--- src/rtl/alu_seq.sv ---
// alu_seq: registered RV32/RV64 ALU with valid/ready handshakes on both sides.
// Basic integer ops complete one cycle after accept. The optional M-extension
// unit (compile with ALU_MULDIV_EN defined) adds an iterative radix-2
// multiply / restoring divide whose result is valid XLEN+2 cycles after accept.
// Without ALU_MULDIV_EN, any fn[4]=1 request completes in one cycle as illegal.
module alu_seq #(
  parameter int XLEN    = 32,
  parameter int SHAMT_W = 5
) (
  input  logic            clk,
  input  logic            rst,
  input  logic            in_valid,
  output logic            in_ready,
  input  logic [4:0]      fn,
  input  logic [XLEN-1:0] x,
  input  logic [XLEN-1:0] y,
  output logic            out_valid,
  input  logic            out_ready,
  output logic [XLEN-1:0] out,
  output logic            zero,
  output logic            illegal
);

  typedef enum logic [1:0] {IDLE, BUSY, DONE} state_t;

  state_t            state_q;
  logic              out_valid_q;
  logic [XLEN-1:0]   out_q;
  logic              zero_q;
  logic              illegal_q;

  logic              accept;
  logic              start_md;
  logic              ill_d;
  logic [XLEN-1:0]   res_d;
  logic [SHAMT_W-1:0] shamt;
  logic signed [XLEN-1:0] x_s;
  logic signed [XLEN-1:0] y_s;

  // Conditional two's-complement negate, used for magnitude and sign fix-up.
  function automatic logic [XLEN-1:0] neg_if(input logic n, input logic [XLEN-1:0] v);
    return n ? (~v + 1'b1) : v;
  endfunction

  function automatic logic [2*XLEN-1:0] neg_if_wide(input logic n, input logic [2*XLEN-1:0] v);
    return n ? (~v + 1'b1) : v;
  endfunction

  assign in_ready = (state_q == IDLE) || (state_q == DONE && out_ready);
  assign accept   = in_valid && in_ready;
  assign x_s      = x;
  assign y_s      = y;
  assign shamt    = y[SHAMT_W-1:0];

  // Single-cycle op decode and result; illegal requests yield zero.
  always_comb begin
    res_d    = '0;
    ill_d    = 1'b0;
    start_md = 1'b0;
    case (fn[2:0])
      3'd0:    res_d = fn[3] ? (x - y) : (x + y);
      3'd1:    res_d = x << shamt;
      3'd2:    res_d = {{(XLEN-1){1'b0}}, (x_s < y_s)};
      3'd3:    res_d = {{(XLEN-1){1'b0}}, (x < y)};
      3'd4:    res_d = x ^ y;
      3'd5:    res_d = fn[3] ? $unsigned(x_s >>> shamt) : (x >> shamt);
      3'd6:    res_d = x | y;
      default: res_d = x & y;
    endcase
    if (fn[3] && fn[2:0] != 3'd0 && fn[2:0] != 3'd5) ill_d = 1'b1;
    if (fn[4]) begin
`ifdef ALU_MULDIV_EN
      start_md = !fn[3];
      ill_d    = fn[3];
`else
      ill_d    = 1'b1;
`endif
    end
    if (ill_d) res_d = '0;
  end

`ifdef ALU_MULDIV_EN
  localparam int CNT_W = $clog2(XLEN + 1);
  localparam logic [CNT_W-1:0] CNT_LAST = CNT_W'(XLEN);

  logic [CNT_W-1:0]   cnt_q;
  logic [2:0]         f3_q;
  logic [XLEN-1:0]    xin_q;
  logic [XLEN-1:0]    a_q;
  logic               y0_q;
  logic               neg_q;
  logic               negr_q;
  logic [2*XLEN-1:0]  p_q;
  logic [2*XLEN-1:0]  step_d;
  logic [2*XLEN-1:0]  prod_fix;
  logic [XLEN:0]      msum;
  logic [XLEN:0]      rs;
  logic [XLEN:0]      diff;
  logic               x_neg;
  logic               y_neg;
  logic               md_done;
  logic [XLEN-1:0]    md_res;

  // Operand signedness per funct3: MUL/MULH/DIV/REM signed both, MULHSU signs x only.
  always_comb begin
    x_neg = x[XLEN-1] && (fn[2:0] != 3'd3) && (fn[2:0] != 3'd5) && (fn[2:0] != 3'd7);
    y_neg = y[XLEN-1] && (fn[2:0] == 3'd0 || fn[2:0] == 3'd1 ||
                          fn[2:0] == 3'd4 || fn[2:0] == 3'd6);
  end

  // One iteration: p_q holds {acc, multiplier} for mul, {remainder, dividend/quotient} for div.
  always_comb begin
    msum = {1'b0, p_q[2*XLEN-1:XLEN]} + (p_q[0] ? {1'b0, a_q} : '0);
    rs   = p_q[2*XLEN-1:XLEN-1];
    diff = rs - {1'b0, a_q};
    if (f3_q[2]) step_d = {(diff[XLEN] ? rs[XLEN-1:0] : diff[XLEN-1:0]), p_q[XLEN-2:0], ~diff[XLEN]};
    else         step_d = {msum, p_q[XLEN-1:1]};
  end

  // Final sign fix-up and divide corner cases.
  always_comb begin
    prod_fix = neg_if_wide(neg_q, p_q);
    case (f3_q)
      3'd0:    md_res = prod_fix[XLEN-1:0];
      3'd1,
      3'd2,
      3'd3:    md_res = prod_fix[2*XLEN-1:XLEN];
      3'd4:    md_res = y0_q ? '1 : neg_if(neg_q, p_q[XLEN-1:0]);
      3'd5:    md_res = y0_q ? '1 : p_q[XLEN-1:0];
      3'd6:    md_res = y0_q ? xin_q : neg_if(negr_q, p_q[2*XLEN-1:XLEN]);
      default: md_res = y0_q ? xin_q : p_q[2*XLEN-1:XLEN];
    endcase
  end

  assign md_done = (state_q == BUSY) && (cnt_q == CNT_LAST);

  // Iteration counter: XLEN steps then one fix-up cycle.
  always_ff @(posedge clk) begin
    if (rst)                      cnt_q <= '0;
    else if (accept && start_md)  cnt_q <= '0;
    else if (state_q == BUSY)     cnt_q <= cnt_q + 1'b1;
  end

  // Mul/div datapath: load magnitudes on accept, then shift one bit per cycle.
  always_ff @(posedge clk) begin
    if (accept && start_md) begin
      f3_q   <= fn[2:0];
      xin_q  <= x;
      y0_q   <= (y == '0);
      a_q    <= neg_if(y_neg, y);
      p_q    <= {{XLEN{1'b0}}, neg_if(x_neg, x)};
      neg_q  <= x_neg ^ y_neg;
      negr_q <= x_neg;
    end else if (state_q == BUSY && cnt_q != CNT_LAST) begin
      p_q    <= step_d;
    end
  end
`endif

  // Control FSM with registered result outputs, held until the consumer takes them.
  always_ff @(posedge clk) begin
    if (rst) begin
      state_q     <= IDLE;
      out_valid_q <= 1'b0;
      out_q       <= '0;
      zero_q      <= 1'b1;
      illegal_q   <= 1'b0;
    end else begin
      case (state_q)
        IDLE, DONE: begin
          if (accept) begin
            if (start_md) begin
              state_q     <= BUSY;
              out_valid_q <= 1'b0;
            end else begin
              state_q     <= DONE;
              out_valid_q <= 1'b1;
              out_q       <= res_d;
              zero_q      <= (res_d == '0);
              illegal_q   <= ill_d;
            end
          end else if (state_q == DONE && out_ready) begin
            state_q     <= IDLE;
            out_valid_q <= 1'b0;
          end
        end
        BUSY: begin
`ifdef ALU_MULDIV_EN
          if (md_done) begin
            state_q     <= DONE;
            out_valid_q <= 1'b1;
            out_q       <= md_res;
            zero_q      <= (md_res == '0);
            illegal_q   <= 1'b0;
          end
`else
          state_q <= IDLE;
`endif
        end
        default: state_q <= IDLE;
      endcase
    end
  end

  assign out_valid = out_valid_q;
  assign out       = out_q;
  assign zero      = zero_q;
  assign illegal   = illegal_q;

endmodule

--- config.mk ---
export PLATFORM = sky130hd
export DESIGN_NAME = alu_seq
export DESIGN_NICKNAME = d
export VERILOG_FILES = /design/src/rtl/alu_seq.sv
export SDC_FILE = /design/constraint.sdc
export NUM_CORES = 1
export LEC_CHECK = 0
export CAP_MARGIN = 20
export CORE_MARGIN = 4
export CORE_UTILIZATION = 28
export CTS_BUF_LIST = sky130_fd_sc_hd__clkbuf_2 sky130_fd_sc_hd__clkbuf_4 sky130_fd_sc_hd__clkbuf_8
export DETAILED_ROUTE_END_ITERATION = 7
export PLACE_DENSITY_LB_ADDON = 0.05
export SLEW_MARGIN = 20
export SYNTH_ARGS = -nofsm -noshare
export SYNTH_HDL_FRONTEND = slang
export SYNTH_SLANG_ARGS = --single-unit
--- constraint.sdc ---
create_clock -name clk -period 5.9 [get_ports clk]
set_input_delay 0.885 -clock clk [delete_from_list [all_inputs] [get_ports clk]]
set_output_delay 0.885 -clock clk [all_outputs]
set_load 0.05 [all_outputs]
==> impl_metrics.ini, run 1 <==
[timing]
drv_slew = 0
skew_ns = 0.00554
rsz0062_at_grt = no
layout_setup_ws_ns = 0.809
hold_viol_final = 0
finalSetupViolations = 0
maxSlewHeadroom = 0.249
tightest_slew_ns = 1.12
fin_crit_sh = 0.863
min_period_ns = 5.09
fmax_mhz = 196
tns_ns = 0

[layout]
nFillCells = 4331
multi_input_area_sq_mm = 0.00933
drive_gt1_frac = 0.0925
diodes = 0
synthToLayoutAreaGrowth_pct = 16.3
fin_nets = 1846
ff_latch_area_sq_um = 701

[synth]
synth_seq_cells = 35
syn_area_per_cell_sq_um = 6.81
synth_flop_cell = dfxtp_1
syn-num-nets = 1790
synthArstFlopShare = 0
synth.yosys.seq_area_share = 0.0636
synth-warning-count = 0
synth_edf_count = 0
postSynthCellCount = 1618
ys_types = 89
netlist_area_sq_mm = 0.0110

[detailed_routing]
drtIter0Drc = 1604
viasPerCell = 6.14
wirelength_mm = 62.4
drtAntennaViolNets = 0
via_count = 13463
wl_per_cell_microns = 28.4
drc = 0
dr.pass1.iters = 6

[global_route]
grt_usage = 0.283
grt_pass1_wl_mm = 90.5
globalRoute.totalOverflow = 0
antenna_found_initial = 0
grt_pass1_vias = 12967
grt_max_degree = 80

[floorplanning]
die-area_sq_mm = 0.0426
fp.dieH_microns = 206
initial_core_util = 0.284
rows = 72
pin_count = 109
dieWidth_microns = 206
coreArea_sq_mm = 0.0387

[cts]
cts_tree = done
clock_latency_ns = 0.29
cts_made_buffers = 5
htreeDepth = 2
cts.root.buffer_cell = clkbuf_8
clk_pin_slew_ns = 0.07
holdBufCountCts = 0
cts_buffer_depth = 2
post_cts_buffers = 0
clock_sinks = 35
cts_resized = 0

[power_and_ir_drop]
peakVddDrop_mv = 0.0822
power_density_mw_per_mm2 = 137
p_leak_nw = 5.21

[critical_path]
path_class = input pin to flop
rr_worst_depth = 9
crit_arrival_ns = 5.31
r2r-start = state_q[1]
worst-path-max-fanout = 8
start_kind = input pin
regToRegEndpoint = zero
required_ns = 6.11
rrSetupSlack_ns = 3.65
cp-end-kind = flop

[placed_design]
gp_congestion = 0.998
place_hpwl_mm = 50.2
io_buffers = 108
dp_slack_ns = 0.647

[hold_path]
min_from = out[13]
holdPathEnd = out[13]
whs_path_depth = 2
min_path_type = flop to flop

[status]
status = completed

[run]
cap_violations = 0
## worst max path at each step
| stage | start | end | slack, ns | depth (start not counted) |
|---|---|---|---|---|
| after floorplan | y[3] | zero | 1.49 | 20 |
| after global placement | x[0] | zero | 0.70 | 15 |
| after detailed placement | x[0] | zero | 0.65 | 15 |
| after CTS | x[0] | zero | 0.98 | 15 |
| after global routing | x[0] | zero | 0.73 | 15 |
| final | x[0] | zero | 0.81 | 15 |
## flip-flops by register name, indices dropped and copies added, names as in the netlist
name,cells
out,32
illegal,1
state_q,1
zero,1
## per-layer routing
metal | vias up | track usage | wire length (microns)
met5 | - | 0 | 0
met4 | 0 | 0.0860 | 2150
met3 | 117 | 0.0264 | 4200
met2 | 664 | 0.443 | 27500
met1 | 6582 | 0.412 | 28500
li1 | 6100 | - | -
## stage by stage
| step | area (sq um) | power (mW) | instances | hold slack (ns) | util |
|---|---|---|---|---|---|
| finish | 12800 | 1.75 | 2193 | 0.458 | 0.331 |
| global route | 12800 | 1.85 | 2193 | 0.485 | 0.331 |
| CTS | 12800 | 1.73 | 2193 | 0.463 | 0.331 |
| detailed placement | 12700 | 1.50 | 2185 | 0.453 | 0.328 |
| global placement | 12700 | 1.51 | 2185 | 0.447 | 0.328 |
| floorplan | 11000 | 1.03 | 1618 | 0.675 | - |
## synth_stat cells, types with 8 or more instances
cell type,count,share of area
clkbuf_1,68,0.023
nand2_1,138,0.047
inv_1,96,0.033
and2_1,13,0.0074
nand2b_1,14,0.0079
nor2b_1,17,0.0097
nor4_1,13,0.0074
dfxtp_1,35,0.064
xnor2_1,25,0.020
buf_1,14,0.0048
a211oi_1,44,0.030
mux4_2,23,0.047
o22ai_1,24,0.014
o211ai_1,33,0.022
o21ai_0,110,0.050
a31oi_1,23,0.013
o21ai_1,20,0.0091
mux2_2,14,0.014
or3_1,8,0.0045
buf_2,37,0.017
a21oi_1,171,0.078
and3_1,16,0.0091
a22oi_1,11,0.0075
nor3_1,45,0.020
o221ai_1,14,0.011
mux2i_1,71,0.065
nand3_1,28,0.013
ha_1,97,0.11
buf_6,8,0.0082
nor2_1,170,0.058
o31ai_1,19,0.013
a21o_1,31,0.021
nand4_1,15,0.0085
## critical path, stage by stage
cell	delay, ns
clkdlybuf4s50_1	0.66
ha_1	0.28
inv_1	0.07
fa_1	0.43
a211oi_1	0.29
xnor2_1	0.15
a221o_1	0.36
nor4_1	0.80
o21ai_1	0.20
nor3_1	0.22
and4_1	0.21
nand4_1	0.17
and4b_1	0.30
nand4_1	0.09
o31ai_2	0.18
## cells in the final DEF, fill, tap and decap left out, types with 8 or more instances in the layout
| cell type | count |
|---|---|
| a211oi_1 | 44 |
| a22oi_1 | 11 |
| a21o_1 | 31 |
| xnor2_1 | 25 |
| nand2b_1 | 14 |
| nor2b_1 | 16 |
| and2_1 | 12 |
| nand2_1 | 138 |
| mux2i_1 | 71 |
| ha_1 | 97 |
| mux2_2 | 14 |
| buf_4 | 75 |
| nor2_1 | 169 |
| mux4_2 | 23 |
| dfxtp_1 | 35 |
| nor4_1 | 13 |
| nand4_1 | 15 |
| o21ai_0 | 110 |
| o211ai_1 | 33 |
| a21oi_1 | 171 |
| or3_1 | 8 |
| o221ai_1 | 14 |
| clkdlybuf4s50_1 | 103 |
| inv_1 | 96 |
| o22ai_1 | 24 |
| nor3_1 | 44 |
| a31oi_1 | 23 |
| o31ai_1 | 19 |
| nand3_1 | 28 |
| and3_1 | 16 |
| o21ai_1 | 20 |
## layout make-up
type,instances,share of cell area
multi-input cells,1350,0.728
inverters,99,0.0290
repair buffers,183,0.129
flip-flops and latches,35,0.0547
clock inverters,2,0.00273
clock buffers,6,0.00644
well taps,518,0.0506
## where the power goes
| part | leakage, nW | total (mW) | internal [mW] | switching, mW |
|---|---|---|---|---|
| Clock | 0.0612 | 0.226 | 0.137 | 0.0897 |
| Combinational | 4.86 | 1.27 | 0.433 | 0.834 |
| Sequential | 0.288 | 0.259 | 0.251 | 0.00736 |
## kinds of logic (layout without fill, tap and decap cells)
| logic type | after synthesis | after routing | share of synthesized area |
|---|---|---|---|
| xor gates and xnor gates | 31 | 31 | 0.0246 |
| DFF | 35 | 35 | 0.0636 |
| and+or+nand+nor | 504 | 504 | 0.213 |
| AOI/OAI and AO/OA | 597 | 597 | 0.349 |
| muxes | 119 | 119 | 0.145 |
| buffers and inverters | 233 | 290 | 0.0914 |
| adders and majority gates | 99 | 99 | 0.114 |
No activity file was read; power rests on OpenSTA's default activity.
==> run 2: changes to the inputs <==
Settings changed: DONT_BUFFER_PORTS from default to 1.
==> impl_metrics.ini, run 2 (same netlist as run 1, synthesis figures left out) <==
[status]
status = completed

[critical_path]
worst-path-max-fanout = 81
cp-end-kind = flop
rr_worst_depth = 8
crit_arrival_ns = 4.60
path_class = input pin to flop
required_ns = 6.12
start_kind = input pin

[cts]
clock_latency_ns = 0.30
cts_resized = 0
post_cts_buffers = 0
holdBufCountCts = 0
cts.root.buffer_cell = clkbuf_8
cts_buffer_depth = 2
clk_pin_slew_ns = 0.08
clock_sinks = 35
htreeDepth = 2
cts_tree = done
cts_made_buffers = 5

[global_route]
grt_pass1_vias = 12189
use_met1 = 0.414
grtUsageMet3 = 0.0237
antenna_found_initial = 1
busiest_layer = met2
grt_max_degree = 104
grt_usage = 0.280
grt_pass1_wl_mm = 89.1
globalRoute.totalOverflow = 0
use_met2 = 0.437

[layout]
final_cell_mix = 171 x a21oi_1, 169 x nor2_1, 138 x nand2_1
post-route-util = 0.293
final_cell_count_no_fill = 2032
nFillCells = 4343
largest_reg_flops = 32
fin_nets = 1685
diodes = 0
layout_commonest_cell = a21oi_1
drive_gt1_frac = 0.0641
synthToLayoutAreaGrowth_pct = 2.86

[placed_design]
place_hpwl_mm = 47.8
io_buffers = 0
gp_congestion = 0.951
dp_cells = 2024

[power_and_ir_drop]
power_density_mw_per_mm2 = 133
peakVddDrop_mv = 0.0690
p_total_mw = 1.51
p_leak_nw = 4.54

[detailed_routing]
drc = 0
viasPerCell = 6.29
drtAntennaViolNets = 0
drtIter0Drc = 1508
wl_per_cell_microns = 30.3
via_count = 12786
dr.pass1.iters = 6
wirelength_mm = 61.6

[floorplanning]
coreArea_sq_mm = 0.0387
fp.dieH_microns = 206
rows = 72
initial_core_util = 0.284
die-area_sq_mm = 0.0426
pin_count = 109
dieWidth_microns = 206

[hold_path]
whs_path_depth = 1
min_path_type = input pin to flop

[timing]
fin_crit_sh = 0.742
skew_ns = 0.00741
min_period_ns = 4.38
fmax_mhz = 228
tightest_slew_ns = 1.16
tns_ns = 0
finalSetupViolations = 0
hold_ws_ns = 0.654
maxSlewHeadroom = 0.224
drv_slew = 0
hold_viol_final = 0
rsz0062_at_grt = no

[run]
cap_violations = 0
## run 2: stage by stage
stage	cell area, sq um	worst slack [ns]
detailed placement	11200	1.16
global placement	11200	1.24
finish	11300	1.52
floorplan	11000	1.49
CTS	11300	1.47
global route	11300	1.15
## run 2: critical path: stages
cell	delay (ns)
inv_1	0.16
ha_1	0.34
o311ai_0	0.66
a211oi_1	0.24
a211oi_1	0.65
xnor2_1	0.22
nor2_1	0.08
a211oi_1	0.40
a21o_1	0.23
nand4_1	0.15
and4b_1	0.29
nand4_1	0.09
o31ai_2	0.18
## run 2: worst paths after layout
path,start,end,slack [ns]
hold reg to reg,out[0],out[0],0.70
setup / recovery,y[3],zero,1.52
hold / removal,rst,state_q[1],0.65
setup reg to reg,state_q[1],zero,2.96
## run 2: per-layer routing
metal / vias to the layer above / part of all wire
met4: 2 / 0.028
met1: 6282 / 0.46
met2: 641 / 0.44
li1: 5772 / -
met3: 89 / 0.071
met5: - / 0.00019
## run 2: final cells by class
cell class / count / area, sq um / share of cell area
tap: 518 / 648 / 0.0572
multi-input combinational: 1350 / 9330 / 0.824
sequential: 35 / 701 / 0.0618
inverter: 99 / 372 / 0.0328
clock inverter: 3 / 43.8 / 0.00386
clock buffer: 5 / 68.8 / 0.00607
timing repair buffer: 22 / 165 / 0.0146
## run 2: power by group
| group | switching [mW] | leakage (nW) | internal (mW) |
|---|---|---|---|
| Clock | 0.0933 | 0.0581 | 0.126 |
| Sequential | 0.0622 | 0.288 | 0.251 |
| Combinational | 0.633 | 4.19 | 0.346 |
